### config.mk
export PLATFORM = sky130hd
export DESIGN_NAME = cp0_unit
export DESIGN_NICKNAME = d
export VERILOG_FILES = /design/src/rtl/cp0_unit_pkg.sv /design/src/rtl/cp0_unit.sv
export SDC_FILE = /design/constraint.sdc
export NUM_CORES = 1
export LEC_CHECK = 0
export ABC_AREA = 0
export ABC_CLOCK_PERIOD_IN_PS = 3300
export CORE_AREA = 2 2 121 123
export DETAILED_ROUTE_END_ITERATION = 12
export DIE_AREA = 0 0 123 125
export SYNTH_ARGS = -nofsm -noshare
export SYNTH_HDL_FRONTEND = slang
export SYNTH_SLANG_ARGS = --single-unit
### constraint.sdc
create_clock -name clk -period 3.3 [get_ports clk]
set_input_delay 0.99 -clock clk [delete_from_list [all_inputs] [get_ports clk]]
set_output_delay 0.99 -clock clk [all_outputs]
set_load 0.05 [all_outputs]
### src/rtl/cp0_unit_pkg.sv
// Shared CP0 definitions: exception codes, register indices, field positions.
// No logic and no state; only types, constants and packing helpers.
// Not applicable: nothing here carries a handshake.
package cp0_unit_pkg;

    // Exception codes reported by the M-stage detector
    typedef enum logic [4:0] {
        EXC_INT  = 5'd0,
        EXC_ADEL = 5'd4,
        EXC_ADES = 5'd5,
        EXC_RI   = 5'd10,
        EXC_OV   = 5'd12
    } exc_code_e;

    // CP0 register indices used by mfc0/mtc0
    typedef enum logic [4:0] {
        CP0_SR    = 5'd12,
        CP0_CAUSE = 5'd13,
        CP0_EPC   = 5'd14,
        CP0_PRID  = 5'd15
    } cp0_idx_e;

    // Field positions inside SR and Cause
    localparam int IM_HI   = 15;
    localparam int IM_LO   = 10;
    localparam int EXL_BIT = 1;
    localparam int IE_BIT  = 0;
    localparam int BD_BIT  = 31;
    localparam int EXC_HI  = 6;
    localparam int EXC_LO  = 2;

    typedef struct packed {
        logic [5:0] im;
        logic       exl;
        logic       ie;
    } sr_t;

    typedef struct packed {
        logic       bd;
        logic [5:0] ip;
        logic [4:0] exccode;
    } cause_t;

    // SR as software sees it; unimplemented bits read 0
    function automatic logic [31:0] pack_sr(input sr_t s);
        logic [31:0] w;
        w                = '0;
        w[IM_HI:IM_LO]   = s.im;
        w[EXL_BIT]       = s.exl;
        w[IE_BIT]        = s.ie;
        return w;
    endfunction

    // Cause as software sees it; IP shares the IM bit positions
    function automatic logic [31:0] pack_cause(input cause_t c);
        logic [31:0] w;
        w                = '0;
        w[BD_BIT]        = c.bd;
        w[IM_HI:IM_LO]   = c.ip;
        w[EXC_HI:EXC_LO] = c.exccode;
        return w;
    endfunction

endpackage

### src/rtl/cp0_unit.sv
// Coprocessor 0: SR/Cause/EPC/PRId, exception vs interrupt arbitration, mfc0/mtc0/eret.
// int_req and dout are combinational in the request cycle; register updates show one cycle later.
// No backpressure: int_req flushes F..M, and any same-cycle mtc0/eret is dropped and replayed after return.
module cp0_unit
    import cp0_unit_pkg::*;
#(
    parameter logic [31:0] PRID         = 32'h4D49_5053,
    parameter logic [31:0] HANDLER_ADDR = 32'h0000_4180
) (
    input  logic        clk,
    input  logic        reset,
    input  logic [31:0] pc_m,
    input  logic [4:0]  exccode_m,
    input  logic        bd_m,
    input  logic [5:0]  hwint,
    input  logic        we,
    input  logic [4:0]  cp0_addr,
    input  logic [31:0] din,
    input  logic        eret_m,
    output logic [31:0] dout,
    output logic [31:0] epc_out,
    output logic        int_req,
    output logic [31:0] handler_pc
);

    sr_t         sr_q;
    cause_t      cause_q;
    logic [31:2] epc_q;

    logic        irq;
    logic        exc;
    logic [31:2] epc_next;
    logic        unused_pc_low;

    // PC bits [1:0] are always dropped when forming EPC
    assign unused_pc_low = ^pc_m[1:0];

    // Request arbitration: EXL masks everything; an interrupt outranks an exception
    always_comb begin
        irq      = (|(hwint & sr_q.im)) & sr_q.ie & ~sr_q.exl;
        exc      = (exccode_m != 5'd0) & ~sr_q.exl;
        int_req  = irq | exc;
        // Delay-slot faults return to the branch so it is re-executed
        epc_next = bd_m ? (pc_m[31:2] - 30'd1) : pc_m[31:2];
    end

    // CP0 register state: exception entry wins over mtc0/eret; eret clears EXL after any SR write
    always_ff @(posedge clk) begin
        if (!reset) begin
            sr_q    <= '0;
            cause_q <= '0;
            epc_q   <= '0;
        end else begin
            cause_q.ip <= hwint;
            if (int_req) begin
                sr_q.exl        <= 1'b1;
                cause_q.bd      <= bd_m;
                cause_q.exccode <= irq ? EXC_INT : exccode_m;
                epc_q           <= epc_next;
            end else begin
                if (we && (cp0_addr == CP0_SR)) begin
                    sr_q.im  <= din[IM_HI:IM_LO];
                    sr_q.exl <= din[EXL_BIT];
                    sr_q.ie  <= din[IE_BIT];
                end
                if (we && (cp0_addr == CP0_EPC)) begin
                    epc_q <= din[31:2];
                end
                if (eret_m) begin
                    sr_q.exl <= 1'b0;
                end
            end
        end
    end

    // mfc0 read mux; unimplemented indices read 0
    always_comb begin
        dout = 32'd0;
        case (cp0_addr)
            CP0_SR:    dout = pack_sr(sr_q);
            CP0_CAUSE: dout = pack_cause(cause_q);
            CP0_EPC:   dout = {epc_q, 2'b00};
            CP0_PRID:  dout = PRID;
            default:   dout = 32'd0;
        endcase
    end

    assign epc_out    = {epc_q, 2'b00};
    assign handler_pc = HANDLER_ADDR;

endmodule
==> results.toml <==
[logic_synthesis]
netlist_area_um2 = 3420
ys_seq_area_frac = 0.292
postSynthCellCount = 422
ys_ff_latch = 50
yosysWarningCount = 0
avgSynthCellArea_um2 = 8.11
synthFlopType = "dfxtp_1"
synth_edf_count = 0
synth_cell_types = 47
async_reset_ff_frac = 0

[detailed_routing]
post-route-drc-count = 0
drtAntennaViolNets = 0
wirelength_um = 12000
wl_per_cell_um = 15.8
firstDrtPassIters = 5
via_count = 3477
drt-vias-per-instance = 4.56
drt-initial-drc-count = 134

[cells_and_area]
nFillCells = 1436
finish.utilization = 0.402
final_common_cell = "clkdlybuf4s50_1"
drive_above_1_share = 0.204
final_cell_mix = "98 x clkdlybuf4s50_1, 61 x nand2_1, 50 x dfxtp_1"
finalNonFillerCells = 762
fin_nets = 663
diodes = 0
syn_to_final_growth_pct = 66.9

[placement]
place_ws_ps = -311
dp_cells = 752
place.gp.congestion = 0.782
io_buffers = 145
dp_hpwl_um = 9530

[setup_path]
cp_num_buf_inv = 3
start_kind = "input pin"
max_stage_delay_ps = 480
cp.depth = 5
reg2reg_to = "sr_q[6]"
cp_data_required_time_ps = 2310
r2r_cells = 8
path_max_fanout = 12
worstPathArrival_ps = 2300
cp-endpoint = "dout[14]"
r2r-start = "sr_q[2]"
crit_type = "input pin to primary output"
crit_chain = "clkdlybuf4s50_1 > and3b_2 > buf_8 > o221a_2 > buf_6"
cp_slowest_cell = "clkdlybuf4s50_1"
cp-end-kind = "primary output"
critPathTopFamily = "buffers and inverters"
reg2reg_slack_ps = 1140
cp-startpoint = "cp0_addr[2]"

[die]
io_pins = 182
die_y_um = 125
start_util = 0.241
core_um2 = 14200
die_w_um = 123
rows = 44
die-area_um2 = 15400

[global_routing]
grt_pass1_wl_um = 18900
grtUsageTotal = 0.157
overflow = 0
antenna_found_initial = 1
grt_max_degree = 49
first_global_vias = 3585

[timing]
drv_slew = 0
worstMarginPinSlew_ps = 711
final-hold-violation-count = 0
hold_slack_ps = 473
skew_ps = 6.36
worst_slack_ps = 14.4
finalSetupViolations = 0
post-route-period-util = 0.996
maxSlewHeadroom = 0.526
rsz0062_at_grt = "true"
min_period_ps = 3290
max_freq_ghz = 0.304

[clocking]
hold_buffers = 0
clk_latency_ps = 290
cts_root_buf = "clkbuf_16"
path_clk_slew_ps = 70
cts_buffer_depth = 2
clkSinkCount = 50
cts_tree = "yes"
numCtsBuffers = 5
htree_levels = 2

[power]
p_per_area_nw_per_um2 = 341
total_power_mw = 1.95
leakage_nw = 2.55
max-vdd-ir-drop_uv = 179

[hold_path]
hp-class = "flip-flop to flip-flop"

[job]
drv_cap = 0

[status]
outcome = "finished, final reports clean"
## worst reg2reg max path, delay by kind of cell, from the launching register on
kind            cells  cell delay, ps
compound gates      3             770
buf+inv             3             450
flops               1             330
simple gates        1             310
mux                 1             230
## worst min-delay path by stage
stage	slack [ps]	from	cells past startpoint	end
2_1_floorplan	440	cause_q[0]	2	cause_q[0]
5_1_grt	490	cause_q[11]	2	cause_q[11]
3_3_place_gp	450	cause_q[4]	2	cause_q[4]
6_report	470	cause_q[11]	2	cause_q[11]
4_1_cts	480	cause_q[11]	2	cause_q[11]
3_5_place_dp	470	cause_q[11]	2	cause_q[11]
## routing by layer
layer  vias up  global-route usage  wire, um
met3        14              0.0392       832
met4         0              0.0328       173
li1       1707                   -         -
met1      1638               0.203      5280
met5         -                   0         0
met2       118               0.263      5730
## per-stage QoR
stage	instance area [um2]	setup TNS, ps
6_report	5710	0
4_1_cts	5670	-4.71
5_1_grt	5710	-2.64
2_1_floorplan	3590	-351
3_3_place_gp	5420	-1780
3_5_place_dp	5420	-1950
## logic make-up (layout without fill, tap and decap cells)
kind of cell | count (synthesis) | count (layout) | synth area share
simple gates | 178 | 178 | 0.268
buf+inv | 63 | 187 | 0.109
compound gates | 59 | 59 | 0.131
flops | 50 | 50 | 0.292
mux | 44 | 44 | 0.130
xor+xnor | 25 | 25 | 0.0640
other cells | 2 | 34 | 0.00219
fa+ha+maj | 1 | 1 | 0.00365
## synthesized netlist by cell type (all sizes together) (9+ instances only)
| cell type | n | area share |
|---|---|---|
| nand2 | 62 | 0.068 |
| clkbuf | 18 | 0.020 |
| nand3 | 12 | 0.018 |
| nor2 | 35 | 0.041 |
| and3 | 20 | 0.037 |
| xor2 | 13 | 0.033 |
| mux2i | 39 | 0.11 |
| nor3 | 11 | 0.016 |
| nor4 | 9 | 0.021 |
| buf | 41 | 0.084 |
| o211a | 13 | 0.038 |
| xnor2 | 12 | 0.031 |
| a21boi | 13 | 0.029 |
| dfxtp | 50 | 0.29 |
| a21oi | 11 | 0.016 |
## flip-flops by register name, summed over array words and instances, names as in the netlist
register and cells:
sr_q 8, epc_q 30, cause_q 12
## repair_timing
item	4_1_cts	5_1_grt
setup buffers	2	0
pin swaps	8	11
gates resized for setup	32	11
setup endpoints to repair	32	13
cloned	0	0
## power by group
part	total, mW	switching [mW]	internal [mW]
clock	0.595	0.236	0.359
combinational	0.671	0.411	0.260
sequential	0.684	0.0352	0.649
## final cells by class
cell class                 instances  area [um2]  share of cell area
timing repair buffer             175        2000               0.349
tap                              184         230              0.0403
clock buffer                       5         125              0.0219
sequential                        50        1000               0.175
clock inverter                     3        43.8             0.00766
multi-input combinational        341        2300               0.403
inverter                           4        15.0             0.00263
No activity file was read; power rests on OpenSTA's default activity.
